[src/rtl/reg_bus_arbiter_if.sv]
// rtl/reg_bus_arbiter_if.sv - peripheral-side and reg_bank-side signals of the register bus arbiter
interface reg_bus_arbiter_if #(
  parameter int REG_WIDTH = 8,
  parameter int ADDR_W    = 8
);
  logic                 a_req;
  logic                 a_wr_rdn;
  logic [ADDR_W-1:0]    a_addr;
  logic [REG_WIDTH-1:0] a_wdata;
  logic                 a_ack;
  logic                 a_err;
  logic [REG_WIDTH-1:0] a_rdata;
  logic                 a_ovr;

  logic                 b_req;
  logic                 b_wr_rdn;
  logic [ADDR_W-1:0]    b_addr;
  logic [REG_WIDTH-1:0] b_wdata;
  logic                 b_ack;
  logic                 b_err;
  logic [REG_WIDTH-1:0] b_rdata;
  logic                 b_ovr;

  logic                 ovr_clr;

  logic                 m_we;
  logic                 m_re;
  logic                 m_wr_rdn;
  logic [ADDR_W-1:0]    m_addr;
  logic [REG_WIDTH-1:0] m_wdata;
  logic [REG_WIDTH-1:0] m_rdata;
  logic                 m_ack;

  logic                 busy;

  // arbiter view
  modport slave (
    input  a_req, a_wr_rdn, a_addr, a_wdata,
    output a_ack, a_err, a_rdata, a_ovr,
    input  b_req, b_wr_rdn, b_addr, b_wdata,
    output b_ack, b_err, b_rdata, b_ovr,
    input  ovr_clr,
    output m_we, m_re, m_wr_rdn, m_addr, m_wdata,
    input  m_rdata, m_ack,
    output busy
  );

  // peripherals and reg_bank view
  modport master (
    output a_req, a_wr_rdn, a_addr, a_wdata,
    input  a_ack, a_err, a_rdata, a_ovr,
    output b_req, b_wr_rdn, b_addr, b_wdata,
    input  b_ack, b_err, b_rdata, b_ovr,
    output ovr_clr,
    input  m_we, m_re, m_wr_rdn, m_addr, m_wdata,
    output m_rdata, m_ack,
    input  busy
  );
endinterface

[src/rtl/reg_bus_arbiter.sv]
// rtl/reg_bus_arbiter.sv - two-port register bus arbiter with round-robin grant and timeout
module reg_bus_arbiter #(
  parameter int REG_WIDTH = 8,
  parameter int ADDR_W    = 8,
  parameter int TIMEOUT   = 15
) (
  input logic              clk,
  input logic              rst,
  reg_bus_arbiter_if.slave bus
);

  // counter runs 0..TIMEOUT-1 inside WAIT; reaching the last value without m_ack times out
  localparam int CNT_W = (TIMEOUT < 2) ? 1 : $clog2(TIMEOUT);
  localparam logic [CNT_W-1:0] CNT_LAST = CNT_W'(TIMEOUT - 1);

  typedef enum logic [1:0] {IDLE, ISSUE, WAIT, RESP} state_t;

  state_t state, state_next;

  logic                 a_pend, b_pend;
  logic                 a_slot_wr, b_slot_wr;
  logic [ADDR_W-1:0]    a_slot_addr, b_slot_addr;
  logic [REG_WIDTH-1:0] a_slot_wdata, b_slot_wdata;
  logic                 a_ovr_reg, b_ovr_reg;

  logic                 grant_b;
  logic                 rr_b;
  logic [CNT_W-1:0]     cnt;

  logic                 issue_wr;
  logic [ADDR_W-1:0]    issue_addr;
  logic [REG_WIDTH-1:0] issue_wdata;

  logic                 a_ack_reg, b_ack_reg, a_err_reg, b_err_reg;
  logic [REG_WIDTH-1:0] a_rdata_reg, b_rdata_reg;

  logic                 take_grant, pick_b, finish, timed_out;
  logic                 a_clr, b_clr, a_load, b_load;

  // a slot is freed in RESP; a same-port request in that cycle refills it instead of overrunning
  assign a_clr  = (state == RESP) && !grant_b;
  assign b_clr  = (state == RESP) && grant_b;
  assign a_load = bus.a_req && (!a_pend || a_clr);
  assign b_load = bus.b_req && (!b_pend || b_clr);

  // next state, grant choice and completion status
  always_comb begin
    state_next = state;
    take_grant = 1'b0;
    pick_b     = 1'b0;
    finish     = 1'b0;
    timed_out  = 1'b0;
    case (state)
      IDLE: begin
        if (a_pend || b_pend) begin
          take_grant = 1'b1;
          pick_b     = b_pend && (!a_pend || rr_b);
          state_next = ISSUE;
        end
      end
      ISSUE: begin
        if (bus.m_ack) begin
          finish     = 1'b1;
          state_next = RESP;
        end else begin
          state_next = WAIT;
        end
      end
      WAIT: begin
        if (bus.m_ack) begin
          finish     = 1'b1;
          state_next = RESP;
        end else if (cnt == CNT_LAST) begin
          finish     = 1'b1;
          timed_out  = 1'b1;
          state_next = RESP;
        end
      end
      RESP: state_next = IDLE;
      default: state_next = IDLE;
    endcase
  end

  // FSM state, timeout counter, round-robin pointer and downstream access fields
  always_ff @(posedge clk or posedge rst) begin
    if (rst) begin
      state       <= IDLE;
      cnt         <= '0;
      rr_b        <= 1'b0;
      grant_b     <= 1'b0;
      issue_wr    <= 1'b0;
      issue_addr  <= '0;
      issue_wdata <= '0;
    end else begin
      state <= state_next;
      if (state == ISSUE) cnt <= '0;
      else if (state == WAIT) cnt <= cnt + 1'b1;
      if (state == RESP) rr_b <= !grant_b;
      if (take_grant) begin
        grant_b     <= pick_b;
        issue_wr    <= pick_b ? b_slot_wr    : a_slot_wr;
        issue_addr  <= pick_b ? b_slot_addr  : a_slot_addr;
        issue_wdata <= pick_b ? b_slot_wdata : a_slot_wdata;
      end
    end
  end

  // per-port pending slots and sticky overrun flags (set beats clear)
  always_ff @(posedge clk or posedge rst) begin
    if (rst) begin
      a_pend       <= 1'b0;
      b_pend       <= 1'b0;
      a_slot_wr    <= 1'b0;
      b_slot_wr    <= 1'b0;
      a_slot_addr  <= '0;
      b_slot_addr  <= '0;
      a_slot_wdata <= '0;
      b_slot_wdata <= '0;
      a_ovr_reg    <= 1'b0;
      b_ovr_reg    <= 1'b0;
    end else begin
      if (a_load) begin
        a_pend       <= 1'b1;
        a_slot_wr    <= bus.a_wr_rdn;
        a_slot_addr  <= bus.a_addr;
        a_slot_wdata <= bus.a_wdata;
      end else if (a_clr) begin
        a_pend <= 1'b0;
      end
      if (b_load) begin
        b_pend       <= 1'b1;
        b_slot_wr    <= bus.b_wr_rdn;
        b_slot_addr  <= bus.b_addr;
        b_slot_wdata <= bus.b_wdata;
      end else if (b_clr) begin
        b_pend <= 1'b0;
      end
      if (bus.a_req && a_pend && !a_clr) a_ovr_reg <= 1'b1;
      else if (bus.ovr_clr) a_ovr_reg <= 1'b0;
      if (bus.b_req && b_pend && !b_clr) b_ovr_reg <= 1'b1;
      else if (bus.ovr_clr) b_ovr_reg <= 1'b0;
    end
  end

  // completion pulse, error flag and read data, all valid during the RESP cycle
  always_ff @(posedge clk or posedge rst) begin
    if (rst) begin
      a_ack_reg   <= 1'b0;
      b_ack_reg   <= 1'b0;
      a_err_reg   <= 1'b0;
      b_err_reg   <= 1'b0;
      a_rdata_reg <= '0;
      b_rdata_reg <= '0;
    end else begin
      a_ack_reg <= finish && !grant_b;
      b_ack_reg <= finish && grant_b;
      a_err_reg <= finish && !grant_b && timed_out;
      b_err_reg <= finish && grant_b && timed_out;
      if (finish && !grant_b) begin
        if (timed_out) a_rdata_reg <= '0;
        else if (!issue_wr) a_rdata_reg <= bus.m_rdata;
      end
      if (finish && grant_b) begin
        if (timed_out) b_rdata_reg <= '0;
        else if (!issue_wr) b_rdata_reg <= bus.m_rdata;
      end
    end
  end

  assign bus.a_ack    = a_ack_reg;
  assign bus.b_ack    = b_ack_reg;
  assign bus.a_err    = a_err_reg;
  assign bus.b_err    = b_err_reg;
  assign bus.a_rdata  = a_rdata_reg;
  assign bus.b_rdata  = b_rdata_reg;
  assign bus.a_ovr    = a_ovr_reg;
  assign bus.b_ovr    = b_ovr_reg;
  assign bus.m_we     = (state == ISSUE) && issue_wr;
  assign bus.m_re     = (state == ISSUE) && !issue_wr;
  assign bus.m_wr_rdn = issue_wr;
  assign bus.m_addr   = issue_addr;
  assign bus.m_wdata  = issue_wdata;
  assign bus.busy     = (state != IDLE);

endmodule

[src/flat_wrapper.sv]
// flat-port wrapper written by rule: the top's interface ports become plain ports
module reg_bus_arbiter_flat 
#(
  parameter int REG_WIDTH = 8,
  parameter int ADDR_W    = 8,
  parameter int TIMEOUT   = 15
)
  (clk, rst, bus_a_req, bus_a_wr_rdn, bus_a_addr, bus_a_wdata, bus_a_ack, bus_a_err, bus_a_rdata, bus_a_ovr, bus_b_req, bus_b_wr_rdn, bus_b_addr, bus_b_wdata, bus_b_ack, bus_b_err, bus_b_rdata, bus_b_ovr, bus_ovr_clr, bus_m_we, bus_m_re, bus_m_wr_rdn, bus_m_addr, bus_m_wdata, bus_m_rdata, bus_m_ack, bus_busy);
  reg_bus_arbiter_if #(.REG_WIDTH(REG_WIDTH), .ADDR_W(ADDR_W)) bus_i ();
  input logic clk;
  input logic rst;
  input wire logic [$bits(bus_i.a_req)-1:0] bus_a_req;
  input wire logic [$bits(bus_i.a_wr_rdn)-1:0] bus_a_wr_rdn;
  input wire logic [$bits(bus_i.a_addr)-1:0] bus_a_addr;
  input wire logic [$bits(bus_i.a_wdata)-1:0] bus_a_wdata;
  output wire logic [$bits(bus_i.a_ack)-1:0] bus_a_ack;
  output wire logic [$bits(bus_i.a_err)-1:0] bus_a_err;
  output wire logic [$bits(bus_i.a_rdata)-1:0] bus_a_rdata;
  output wire logic [$bits(bus_i.a_ovr)-1:0] bus_a_ovr;
  input wire logic [$bits(bus_i.b_req)-1:0] bus_b_req;
  input wire logic [$bits(bus_i.b_wr_rdn)-1:0] bus_b_wr_rdn;
  input wire logic [$bits(bus_i.b_addr)-1:0] bus_b_addr;
  input wire logic [$bits(bus_i.b_wdata)-1:0] bus_b_wdata;
  output wire logic [$bits(bus_i.b_ack)-1:0] bus_b_ack;
  output wire logic [$bits(bus_i.b_err)-1:0] bus_b_err;
  output wire logic [$bits(bus_i.b_rdata)-1:0] bus_b_rdata;
  output wire logic [$bits(bus_i.b_ovr)-1:0] bus_b_ovr;
  input wire logic [$bits(bus_i.ovr_clr)-1:0] bus_ovr_clr;
  output wire logic [$bits(bus_i.m_we)-1:0] bus_m_we;
  output wire logic [$bits(bus_i.m_re)-1:0] bus_m_re;
  output wire logic [$bits(bus_i.m_wr_rdn)-1:0] bus_m_wr_rdn;
  output wire logic [$bits(bus_i.m_addr)-1:0] bus_m_addr;
  output wire logic [$bits(bus_i.m_wdata)-1:0] bus_m_wdata;
  input wire logic [$bits(bus_i.m_rdata)-1:0] bus_m_rdata;
  input wire logic [$bits(bus_i.m_ack)-1:0] bus_m_ack;
  output wire logic [$bits(bus_i.busy)-1:0] bus_busy;
  assign bus_i.a_req = bus_a_req;
  assign bus_i.a_wr_rdn = bus_a_wr_rdn;
  assign bus_i.a_addr = bus_a_addr;
  assign bus_i.a_wdata = bus_a_wdata;
  assign bus_a_ack = bus_i.a_ack;
  assign bus_a_err = bus_i.a_err;
  assign bus_a_rdata = bus_i.a_rdata;
  assign bus_a_ovr = bus_i.a_ovr;
  assign bus_i.b_req = bus_b_req;
  assign bus_i.b_wr_rdn = bus_b_wr_rdn;
  assign bus_i.b_addr = bus_b_addr;
  assign bus_i.b_wdata = bus_b_wdata;
  assign bus_b_ack = bus_i.b_ack;
  assign bus_b_err = bus_i.b_err;
  assign bus_b_rdata = bus_i.b_rdata;
  assign bus_b_ovr = bus_i.b_ovr;
  assign bus_i.ovr_clr = bus_ovr_clr;
  assign bus_m_we = bus_i.m_we;
  assign bus_m_re = bus_i.m_re;
  assign bus_m_wr_rdn = bus_i.m_wr_rdn;
  assign bus_m_addr = bus_i.m_addr;
  assign bus_m_wdata = bus_i.m_wdata;
  assign bus_i.m_rdata = bus_m_rdata;
  assign bus_i.m_ack = bus_m_ack;
  assign bus_busy = bus_i.busy;
  reg_bus_arbiter #(.REG_WIDTH(REG_WIDTH), .ADDR_W(ADDR_W), .TIMEOUT(TIMEOUT)) u_core (.clk(clk), .rst(rst), .bus(bus_i));
endmodule
[config.mk]
export PLATFORM = sky130hd
export DESIGN_NAME = reg_bus_arbiter_flat
export DESIGN_NICKNAME = d
export VERILOG_FILES = /design/src/rtl/reg_bus_arbiter_if.sv /design/src/rtl/reg_bus_arbiter.sv /design/src/flat_wrapper.sv
export SDC_FILE = /design/constraint.sdc
export NUM_CORES = 1
export LEC_CHECK = 0
export BUFFER_PORTS_ARGS = -buffer_cell sky130_fd_sc_hd__buf_4
export CORE_MARGIN = 2
export CORE_UTILIZATION = 40
export DETAILED_ROUTE_END_ITERATION = 10
export PLACE_DENSITY = 0.68
export SYNTH_ARGS = -nofsm -noshare
export SYNTH_HDL_FRONTEND = slang
export SYNTH_SLANG_ARGS = --single-unit
[constraint.sdc]
create_clock -name clk -period 2.97 [get_ports clk]
set_clock_uncertainty 0.2 [all_clocks]
set_input_delay 0.297 -clock clk [delete_from_list [all_inputs] [get_ports clk]]
set_output_delay 0.297 -clock clk [all_outputs]
set_load 0.01 [all_outputs]
==> summary.md <==
| Metric | Value |
|---|---|
| Status | `complete, no violations` |
| Post-DRT Antenna Nets | `0` |
| Via count | `2604` |
| Gate Count Post-Synth | `274` |
| First-pass GRT wire length | `13.1 mm` |
| Clk Tree Root Cell | `clkbuf_8` |
| Clock Sinks | `83` |
| Total GRT Usage | `0.172` |
| Worst Reg-to-Reg Cells | `7` |
| M2 GR Usage | `0.288` |
| Critical Path RT | `3.01 ns` |
| Compound-Gate Fraction of Synth Area | `0.133` |
| Post-DP HPWL | `5.11 mm` |
| TritonCTS clock tree | `yes` |
| Die Wd | `97.3 µm` |
| Final Slew Violations | `0` |
| CORE AREA | `8590 µm²` |
| Design area | `4820 µm²` |
| CP Launch Point | `u_core.state[0]` |
| Main combinational cell family by area after synthesis | `compound AO/OA/AOI/OAI gates` |
| Worst Hold Class | `in -> reg` |
| Layout cells sized above 1 | `0.352` |
| Commonest non-fill, non-tap cell in the layout | `buf_4` |
| Cell Pwr Density | `1010 nW/µm²` |
| XOR/XNOR Fraction of Synth Area | `0` |
| Final hold viol count | `0` |
| DR vias/cell | `5.04` |
| DRC | `0` |
| CP Class | `reg -> reg` |
| Unrepaired setup endpoints after global routing | `no` |
| I/O pins | `90` |
| Layer with the highest usage | `met2` |
| Hold Buf Count CTS | `37` |
| Fin crit period | `2.14 ns` |
| Max frequency | `466 MHz` |
| Largest net degree at the start of global routing | `84` |
| CTS Buf Count | `9` |
| # setup viols final | `0` |
| Antenna violations before repair | `0` |
| Mux cell area share after synthesis | `0.127` |
| Mapped Avg Cell Area | `12.7 µm²` |
| PostCTS Resize Cnt | `0` |
| Global placement routability congestion | `0.762` |
| Initial Util | `0.405` |
| Worst flop-to-flop path startpoint | `u_core.state[0]` |
| Nets | `458` |
| Tightest Pin Transition | `0.787 ns` |
| Max-cap violations | `0` |
| Site row count | `34` |
| Leak Pwr | `2.26 nW` |
| Met3 usage | `0.0324` |
| DIE AREA | `9460 µm²` |
| Crit-path max FO | `10` |
| Synth Register Bits | `83` |
| Drt pass-1 iters | `4` |
| Crit path DAT | `2.19 ns` |
| Startpoint types | `register` |
| DR iter-0 viols | `92` |
| Synth Area in Adders | `0.0216` |
| # diodes | `0` |
| Setup slack, reg-to-reg | `0.83 ns` |
| Worst slew margin | `0.475` |
| Clock slew at reported path FFs | `0.09 ns` |
| Drt wl/cell | `15.2 µm` |
| Synth Area in Simple Gates | `0.0824` |
| Number of global-route vias before repair | `2616` |
| Register area share after synthesis | `0.597` |
| Die Y | `97.3 µm` |
| Area growth syn-to-layout | `38.7%` |
| Worst VDD drop | `0.422 mV` |
| Final period util | `0.722` |
| Netlist Area Pre-Place | `3480 µm²` |
| Worst setup endpoint | `u_core.bus.m_wdata[7]` |
| Total grt overflow | `0` |
| H-tree depth | `3` |
| Setup Buffers After CTS | `0` |
| GR Util met1 | `0.223` |
| DP Area | `4240 µm²` |
| Synth Net Count | `328` |
| Most frequent cells in the layout | `buf_4, dfrtp_1, dlygate4sd3_1, nand2_1, o22ai_1` |
| WL final | `7.84 mm` |
| Worst-Skew Late Latency | `0.33 ns` |
| Yosys cell types | `36` |
| R2R Path End | `u_core.bus.m_wdata[7]` |
| Top-area cell type share of the netlist area | `0.597` |
| Worst Setup End Kind | `register` |
| Synth area leaders | `dfrtp_1, mux2_2, mux2_4` |
| I/O Buffers | `89` |
| Total negative slack | `0 ns` |
| Clk buf depth | `2` |
| Fill count | `742` |
| Cell taking the most area after synthesis | `dfrtp_1` |
| Yosys warns | `0` |
-- worst max-delay path, stage by stage (launching register included) --
cell,delay [ns]
dfrtp_1,0.43
inv_1,0.12
ha_1,0.22
inv_1,0.11
a211oi_4,0.44
buf_4,0.26
o22ai_1,0.09
o21ai_0,0.17
-- stage by stage --
stage	worst slack, ns	power (mW)	cells	util	hold slack, ns
floorplan	0.336	3.31	274	-	0.200
finish	0.825	4.86	517	0.561	0.0193
CTS	0.800	4.91	517	0.561	0.00507
global placement	0.896	3.94	464	0.494	0.228
global route	0.530	5.21	517	0.561	0.00353
detailed placement	0.814	4.02	464	0.494	0.231
-- kinds of logic after synthesis --
| kind of cell | count (synthesis) |
|---|---|
| compound gates | 69 |
| simple gates | 56 |
| mux | 36 |
| fa+ha+maj | 6 |
| buf+inv | 24 |
| flops | 83 |
-- final cells by class --
class	count	area [µm²]	share of cell area
Clock buffer	11	151	0.0314
Clock inverter	5	57.6	0.0119
Inverter	13	50.0	0.0104
Multi-Input combinational cell	167	1270	0.264
Sequential cell	83	2080	0.431
Tap cell	108	135	0.0280
Timing Repair Buffer	130	1080	0.224
-- routing by layer --
metal,vias to the layer above,routed length [µm]
met1,1301,3460
met4,0,87
met5,-,0
met3,6,292
li1,1231,-
met2,66,4000
-- how the worst min path moves through the flow --
stage | cells past startpoint | endpoint | startpoint
after floorplan | 1 | u_core.a_pend | bus_a_req
after global placement | 3 | u_core.bus.b_rdata[2] | rst
after detailed placement | 3 | u_core.bus.b_rdata[2] | rst
after CTS | 2 | u_core.b_slot_wdata[3] | bus_b_wdata[3]
after global routing | 2 | u_core.a_slot_wr | bus_a_wr_rdn
final | 2 | u_core.b_slot_wdata[3] | bus_b_wdata[3]
-- synth_stat cells --
master     number
dfrtp_1        83
nand2_1        26
o22ai_1        20
o21ai_0        18
o2bb2ai_1      16
mux2_2         15
nand2b_1       13
inv_1          12
mux2_1         10
mux2_4         10
ha_1            6
o21ai_1         6
clkbuf_1        4
nor2_1          4
a21oi_1         3
buf_4           3
nand3_1         3
buf_6           2
nor2b_1         2
nor3_2          2
a211oi_4        1
a21o_1          1
a221o_1         1
a32oi_1         1
a41oi_1         1
and2_1          1
and2_4          1
buf_12          1
buf_2           1
inv_2           1
mux2i_1         1
nand2b_2        1
nor3b_1         1
o21ai_2         1
or2_2           1
or2b_1          1
-- report_power, final --
part / switching (mW) / internal, mW
sequential: 0.355 / 1.66
clock: 0.389 / 0.438
combinational: 0.955 / 1.06
total: 1.70 / 3.16
No activity file was read; power rests on OpenSTA's default activity.
